<file path="src/rtl/lal_state_reg_if.sv">
// Handshake and data bundle for the lal state stage.
// Master is the producer side; slave is the state register.
interface lal_state_reg_if #(
    parameter int WIDTH = 9,
    parameter int CMP_W = 4
);
    logic             pclr;
    logic             pcnt_en;
    logic             pload_valid;
    logic             pload_ready;
    logic [WIDTH-1:0] pload_data;
    logic [CMP_W-1:0] pcmp_a;
    logic [CMP_W-1:0] pcmp_b;
    logic [WIDTH-1:0] pcnt_q;
    logic             ptc;
    logic             pdone;
    logic             pcmp_ge;
    logic             pcmp_eq;

    modport master (
        output pclr, pcnt_en, pload_valid, pload_data,
        output pcmp_a, pcmp_b,
        input  pload_ready, pcnt_q, ptc, pdone,
        input  pcmp_ge, pcmp_eq
    );

    modport slave (
        input  pclr, pcnt_en, pload_valid, pload_data,
        input  pcmp_a, pcmp_b,
        output pload_ready, pcnt_q, ptc, pdone,
        output pcmp_ge, pcmp_eq
    );
endinterface

</file>
<file path="src/rtl/lal_state_reg.sv">
// Registered count/state stage for lal: saturating counter with
// load handshake, terminal flag, done pulse and a registered compare.
module lal_state_reg #(
    parameter int WIDTH = 9,
    parameter int CMP_W = 4
) (
    input  logic         pclk,
    input  logic         prst_n,
    lal_state_reg_if.slave bus
);
    localparam logic [1:0] IDLE = 2'd0;
    localparam logic [1:0] RUN  = 2'd1;
    localparam logic [1:0] DONE = 2'd2;

    logic [1:0]       state_q, state_d;
    logic [WIDTH-1:0] cnt_q, cnt_d;
    logic             tc_q, tc_d;
    logic             done_q, done_d;
    logic             ge_q, ge_d;
    logic             eq_q, eq_d;
    logic [WIDTH-1:0] cnt_inc;
    logic             load_ready;
    logic             load_acc;

    assign load_ready = (state_q != RUN) & ~bus.pclr;
    assign load_acc   = bus.pload_valid & load_ready;
    assign cnt_inc    = cnt_q + 1'b1;

    always_comb begin
        state_d = state_q;
        cnt_d   = cnt_q;
        tc_d    = tc_q;
        done_d  = 1'b0;
        if (bus.pclr) begin
            state_d = IDLE;
            cnt_d   = '0;
            tc_d    = 1'b0;
        end else if (load_acc) begin
            state_d = IDLE;
            cnt_d   = bus.pload_data;
            tc_d    = &bus.pload_data;
        end else begin
            case (state_q)
                IDLE: begin
                    if (bus.pcnt_en) begin
                        // Already saturated: enter DONE without wrapping
                        if (&cnt_q) begin
                            state_d = DONE;
                            tc_d    = 1'b1;
                            done_d  = 1'b1;
                        end else begin
                            cnt_d = cnt_inc;
                            if (&cnt_inc) begin
                                state_d = DONE;
                                tc_d    = 1'b1;
                                done_d  = 1'b1;
                            end else begin
                                state_d = RUN;
                            end
                        end
                    end
                end
                RUN: begin
                    if (bus.pcnt_en) begin
                        cnt_d = cnt_inc;
                        if (&cnt_inc) begin
                            state_d = DONE;
                            tc_d    = 1'b1;
                            done_d  = 1'b1;
                        end
                    end
                end
                DONE: begin
                    cnt_d = '1;
                    tc_d  = 1'b1;
                end
                default: begin
                    state_d = IDLE;
                end
            endcase
        end
    end

    always_comb begin
        ge_d = (bus.pcmp_a >= bus.pcmp_b);
        eq_d = (bus.pcmp_a == bus.pcmp_b);
    end

    always_ff @(posedge pclk or negedge prst_n) begin
        if (!prst_n) begin
            state_q <= IDLE;
            cnt_q   <= '0;
            tc_q    <= 1'b0;
            done_q  <= 1'b0;
        end else begin
            state_q <= state_d;
            cnt_q   <= cnt_d;
            tc_q    <= tc_d;
            done_q  <= done_d;
        end
    end

    // Comparator ignores pclr; only reset clears it
    always_ff @(posedge pclk or negedge prst_n) begin
        if (!prst_n) begin
            ge_q <= 1'b0;
            eq_q <= 1'b0;
        end else begin
            ge_q <= ge_d;
            eq_q <= eq_d;
        end
    end

    assign bus.pload_ready = load_ready;
    assign bus.pcnt_q      = cnt_q;
    assign bus.ptc         = tc_q;
    assign bus.pdone       = done_q;
    assign bus.pcmp_ge     = ge_q;
    assign bus.pcmp_eq     = eq_q;
endmodule
</file>
<file path="src/flat_wrapper.sv">
// flat-port wrapper written by rule: the top's interface ports become plain ports
module lal_state_reg_flat 
#(
    parameter int WIDTH = 9,
    parameter int CMP_W = 4
)
  (pclk, prst_n, bus_pclr, bus_pcnt_en, bus_pload_valid, bus_pload_data, bus_pcmp_a, bus_pcmp_b, bus_pload_ready, bus_pcnt_q, bus_ptc, bus_pdone, bus_pcmp_ge, bus_pcmp_eq);
  lal_state_reg_if #(.WIDTH(WIDTH), .CMP_W(CMP_W)) bus_i ();
  input  logic pclk;
  input  logic prst_n;
  input wire logic [$bits(bus_i.pclr)-1:0] bus_pclr;
  input wire logic [$bits(bus_i.pcnt_en)-1:0] bus_pcnt_en;
  input wire logic [$bits(bus_i.pload_valid)-1:0] bus_pload_valid;
  input wire logic [$bits(bus_i.pload_data)-1:0] bus_pload_data;
  input wire logic [$bits(bus_i.pcmp_a)-1:0] bus_pcmp_a;
  input wire logic [$bits(bus_i.pcmp_b)-1:0] bus_pcmp_b;
  output wire logic [$bits(bus_i.pload_ready)-1:0] bus_pload_ready;
  output wire logic [$bits(bus_i.pcnt_q)-1:0] bus_pcnt_q;
  output wire logic [$bits(bus_i.ptc)-1:0] bus_ptc;
  output wire logic [$bits(bus_i.pdone)-1:0] bus_pdone;
  output wire logic [$bits(bus_i.pcmp_ge)-1:0] bus_pcmp_ge;
  output wire logic [$bits(bus_i.pcmp_eq)-1:0] bus_pcmp_eq;
  assign bus_i.pclr = bus_pclr;
  assign bus_i.pcnt_en = bus_pcnt_en;
  assign bus_i.pload_valid = bus_pload_valid;
  assign bus_i.pload_data = bus_pload_data;
  assign bus_i.pcmp_a = bus_pcmp_a;
  assign bus_i.pcmp_b = bus_pcmp_b;
  assign bus_pload_ready = bus_i.pload_ready;
  assign bus_pcnt_q = bus_i.pcnt_q;
  assign bus_ptc = bus_i.ptc;
  assign bus_pdone = bus_i.pdone;
  assign bus_pcmp_ge = bus_i.pcmp_ge;
  assign bus_pcmp_eq = bus_i.pcmp_eq;
  lal_state_reg #(.WIDTH(WIDTH), .CMP_W(CMP_W)) u_core (.pclk(pclk), .prst_n(prst_n), .bus(bus_i));
endmodule
</file>
<file path="config.mk">
export PLATFORM = sky130hd
export DESIGN_NAME = lal_state_reg_flat
export DESIGN_NICKNAME = d
export VERILOG_FILES = /design/src/rtl/lal_state_reg_if.sv /design/src/rtl/lal_state_reg.sv /design/src/flat_wrapper.sv
export SDC_FILE = /design/constraint.sdc
export NUM_CORES = 1
export LEC_CHECK = 0
export ABC_CLOCK_PERIOD_IN_PS = 3400
export CELL_PAD_IN_SITES_DETAIL_PLACEMENT = 2
export CELL_PAD_IN_SITES_GLOBAL_PLACEMENT = 2
export CORE_MARGIN = 4
export CORE_UTILIZATION = 29
export DETAILED_ROUTE_END_ITERATION = 16
export GPL_TIMING_DRIVEN = 0
export PLACE_DENSITY_LB_ADDON = 0.2
export SYNTH_ARGS = -nofsm -noshare
export SYNTH_HDL_FRONTEND = slang
export SYNTH_SLANG_ARGS = --single-unit
</file>
<file path="constraint.sdc">
create_clock -name pclk -period 3.4 [get_ports pclk]
set_clock_uncertainty 0.05 [all_clocks]
set_input_delay 0.85 -clock pclk [delete_from_list [all_inputs] [get_ports pclk]]
set_output_delay 0.85 -clock pclk [all_outputs]
set_load 0.03 [all_outputs]
</file>
==> results.cfg <==
[timing]
fmax_ghz = 0.318
setup_violations = 0
worstMarginPinSlew_ns = 0.763
hold_slack_ns = 0.505
max_slew_margin_pct = 49.0
period_share_pct = 92.4
fin_crit_ns = 3.14
hold_viol = 0
rsz0062_at_grt = false
setup_tns_ns = 0
drv_slew = 0

[placement]
io_buffers = 34
routabilityCongestion = 0.817
place_inst = 224
placed_area_um2 = 1630
dp_hpwl_um = 3610

[global_route]
grt_first_pass_wirelength_um = 7510
grt-ovfl-total = 0
grt_max_degree = 16
grt_pass1_vias = 1489
antenna_found_initial = 0
grt_usage_pct = 18.1

[final_layout]
fin_cells = 228
final_util_pct = 41.4
area_delta_synth_final_pct = 36.4
diodes = 0
fin_area_um2 = 1680
fillCellCount = 460
drive_gt1_share_pct = 7.30
final_nets = 211

[route]
wl_um = 4490
vias = 1292
remaining_drc_errors = 0
wl_per_cell_um = 19.7
drtPass1Iterations = 4
via_per_inst = 5.67
drt_iter0_drc = 67
ant_nets = 0

[power]
p_leak_uw = 0.000709
p_per_area_nw_per_um2 = 452
ir_worst_vdd_mv = 0.239

[die]
die_height_um = 73.2
core_um2 = 4060
ios = 36
die_x_um = 73.2
placementRows = 23
die_area_um2 = 5350
initial_core_util_pct = 30.3

[synthesis]
avgSynthCellArea_um2 = 8.79
synth_async_sr_flop_share_pct = 100
synth_flop_cell = dfrtp_1
ys_seq_area_share_pct = 30.5
yosysTopAreaCell = dfrtp_1
synth_fp_nets = 172
synth-seq-cells = 15
syn_area_um2 = 1230
synth-edff-count = 0
ys_warn_count = 0
synth_cells = 140
synthDistinctLibCells = 49
netlist_top_cells_count = dfrtp_1, nor2_1, inv_1
yosysTopAreaCellShare_pct = 30.5
yosys-top-cells-area = dfrtp_1, ha_1, nor2_1

[clocking]
cts_max_level = 1
cts_hold_buf = 0
cts_root_buf = clkbuf_8
cts_tree = built
insertion_delay_ns = 0.25
cts.clk_slew.worst_paths_ns = 0.06
cts_setup_buffers = 0
ctsResizeCount = 0
cts.path.max_buffers = 2
cts_inserted_buffers = 3
numClockSinks = 15

[critical_path]
startpoint_type = primary input
crit_fanout = 10
worstPathArrival_ns = 2.24
crit_type = in2out
crit_path_end_kind = primary output
cp.required_ns = 2.50

[min_path]
hold_class = reg2reg

[run_status]
outcome = finished clean

[flow_run]
cap_violations = 0
[through the flow]
| stage | power, uW | setup WS, ns |
|---|---|---|
| after CTS | 763 | 0.269 |
| after global placement | 593 | 0.258 |
| after detailed placement | 613 | 0.278 |
| after global routing | 805 | 0.216 |
| after floorplan | 460 | 0.867 |
| final | 759 | 0.260 |
[worst max-delay path, cell delays in order]
cell             delay, ns
buf_2                 0.17
buf_1                 0.51
nor2_1                0.10
clkdlybuf4s50_1       0.61
[flip-flops by register name, summed over array words and instances, names as in the netlist]
signal / flops
u_core.bus.pcmp_eq: 1
u_core.bus.pcnt_q: 9
u_core.state_q: 2
u_core.bus.ptc: 1
u_core.bus.pdone: 1
u_core.bus.pcmp_ge: 1
[routing by layer]
layer / GRT usage, % / routed length (um) / vias to the layer above
met3: 2.20 / 164 / 7
met4: 4.30 / 70 / 0
met5: 0 / 0 / -
met2: 31.6 / 2250 / 33
li1: - / - / 597
met1: 23.5 / 2010 / 655
[area by class of cell]
cell class / instances / area (um2) / area share (%)
inverter: 12 / 45.0 / 2.68
clock buffer: 4 / 45.0 / 2.68
buffer: 6 / 33.8 / 2.01
tap: 50 / 62.6 / 3.73
timing repair buffer: 34 / 340 / 20.3
sequential: 15 / 375 / 22.4
multi-input combinational: 107 / 777 / 46.3
[cell families after synthesis]
logic type | after synthesis | synth area share (%)
xor gates and xnor gates | 2 | 1.42
buffers and inverters | 18 | 6.40
DFF | 15 | 30.5
muxes | 1 | 0.813
adders and majority gates | 10 | 10.2
and+or+nand+nor | 55 | 24.3
AOI/OAI and AO/OA | 39 | 26.4
[final timing paths]
path                                      start              endpoint  slack, ns  cells past startpoint
min                        u_core.bus.pcnt_q[7]  u_core.bus.pcnt_q[7]       0.50                      1
max in group asynchronous                prst_n      u_core.bus.pdone       1.83                      1
min in group asynchronous                prst_n     u_core.state_q[0]       1.00                      1
max                                    bus_pclr       bus_pload_ready       0.26                      4
min reg2reg                u_core.bus.pcnt_q[7]  u_core.bus.pcnt_q[7]       0.50                      1
max reg2reg                u_core.bus.pcnt_q[1]  u_core.bus.pcnt_q[5]       0.72                      9
[cells in the final DEF, fill, tap and decap left out, drive strengths merged, types with 3 or more instances in the layout]
cell type	n
a31oi	3
o22a	4
clkdlybuf4s50	34
nand3	9
clkbuf	5
a21oi	3
o21bai	3
buf	5
dfrtp	15
nand2	9
nor3	7
ha	10
a2bb2oi	5
inv	12
nor2	15
o211ai	4
o41ai	3
[report_power, final]
| part | internal (uW) | leakage (uW) | switching, uW |
|---|---|---|---|
| registers | 207 | 0.000199 | 40.3 |
| logic | 154 | 0.000487 | 210 |
| clock network | 83.2 | 0.0000228 | 65.0 |
| total | 444 | 0.000709 | 315 |
Note: power is estimated with default switching activity, not from simulation.
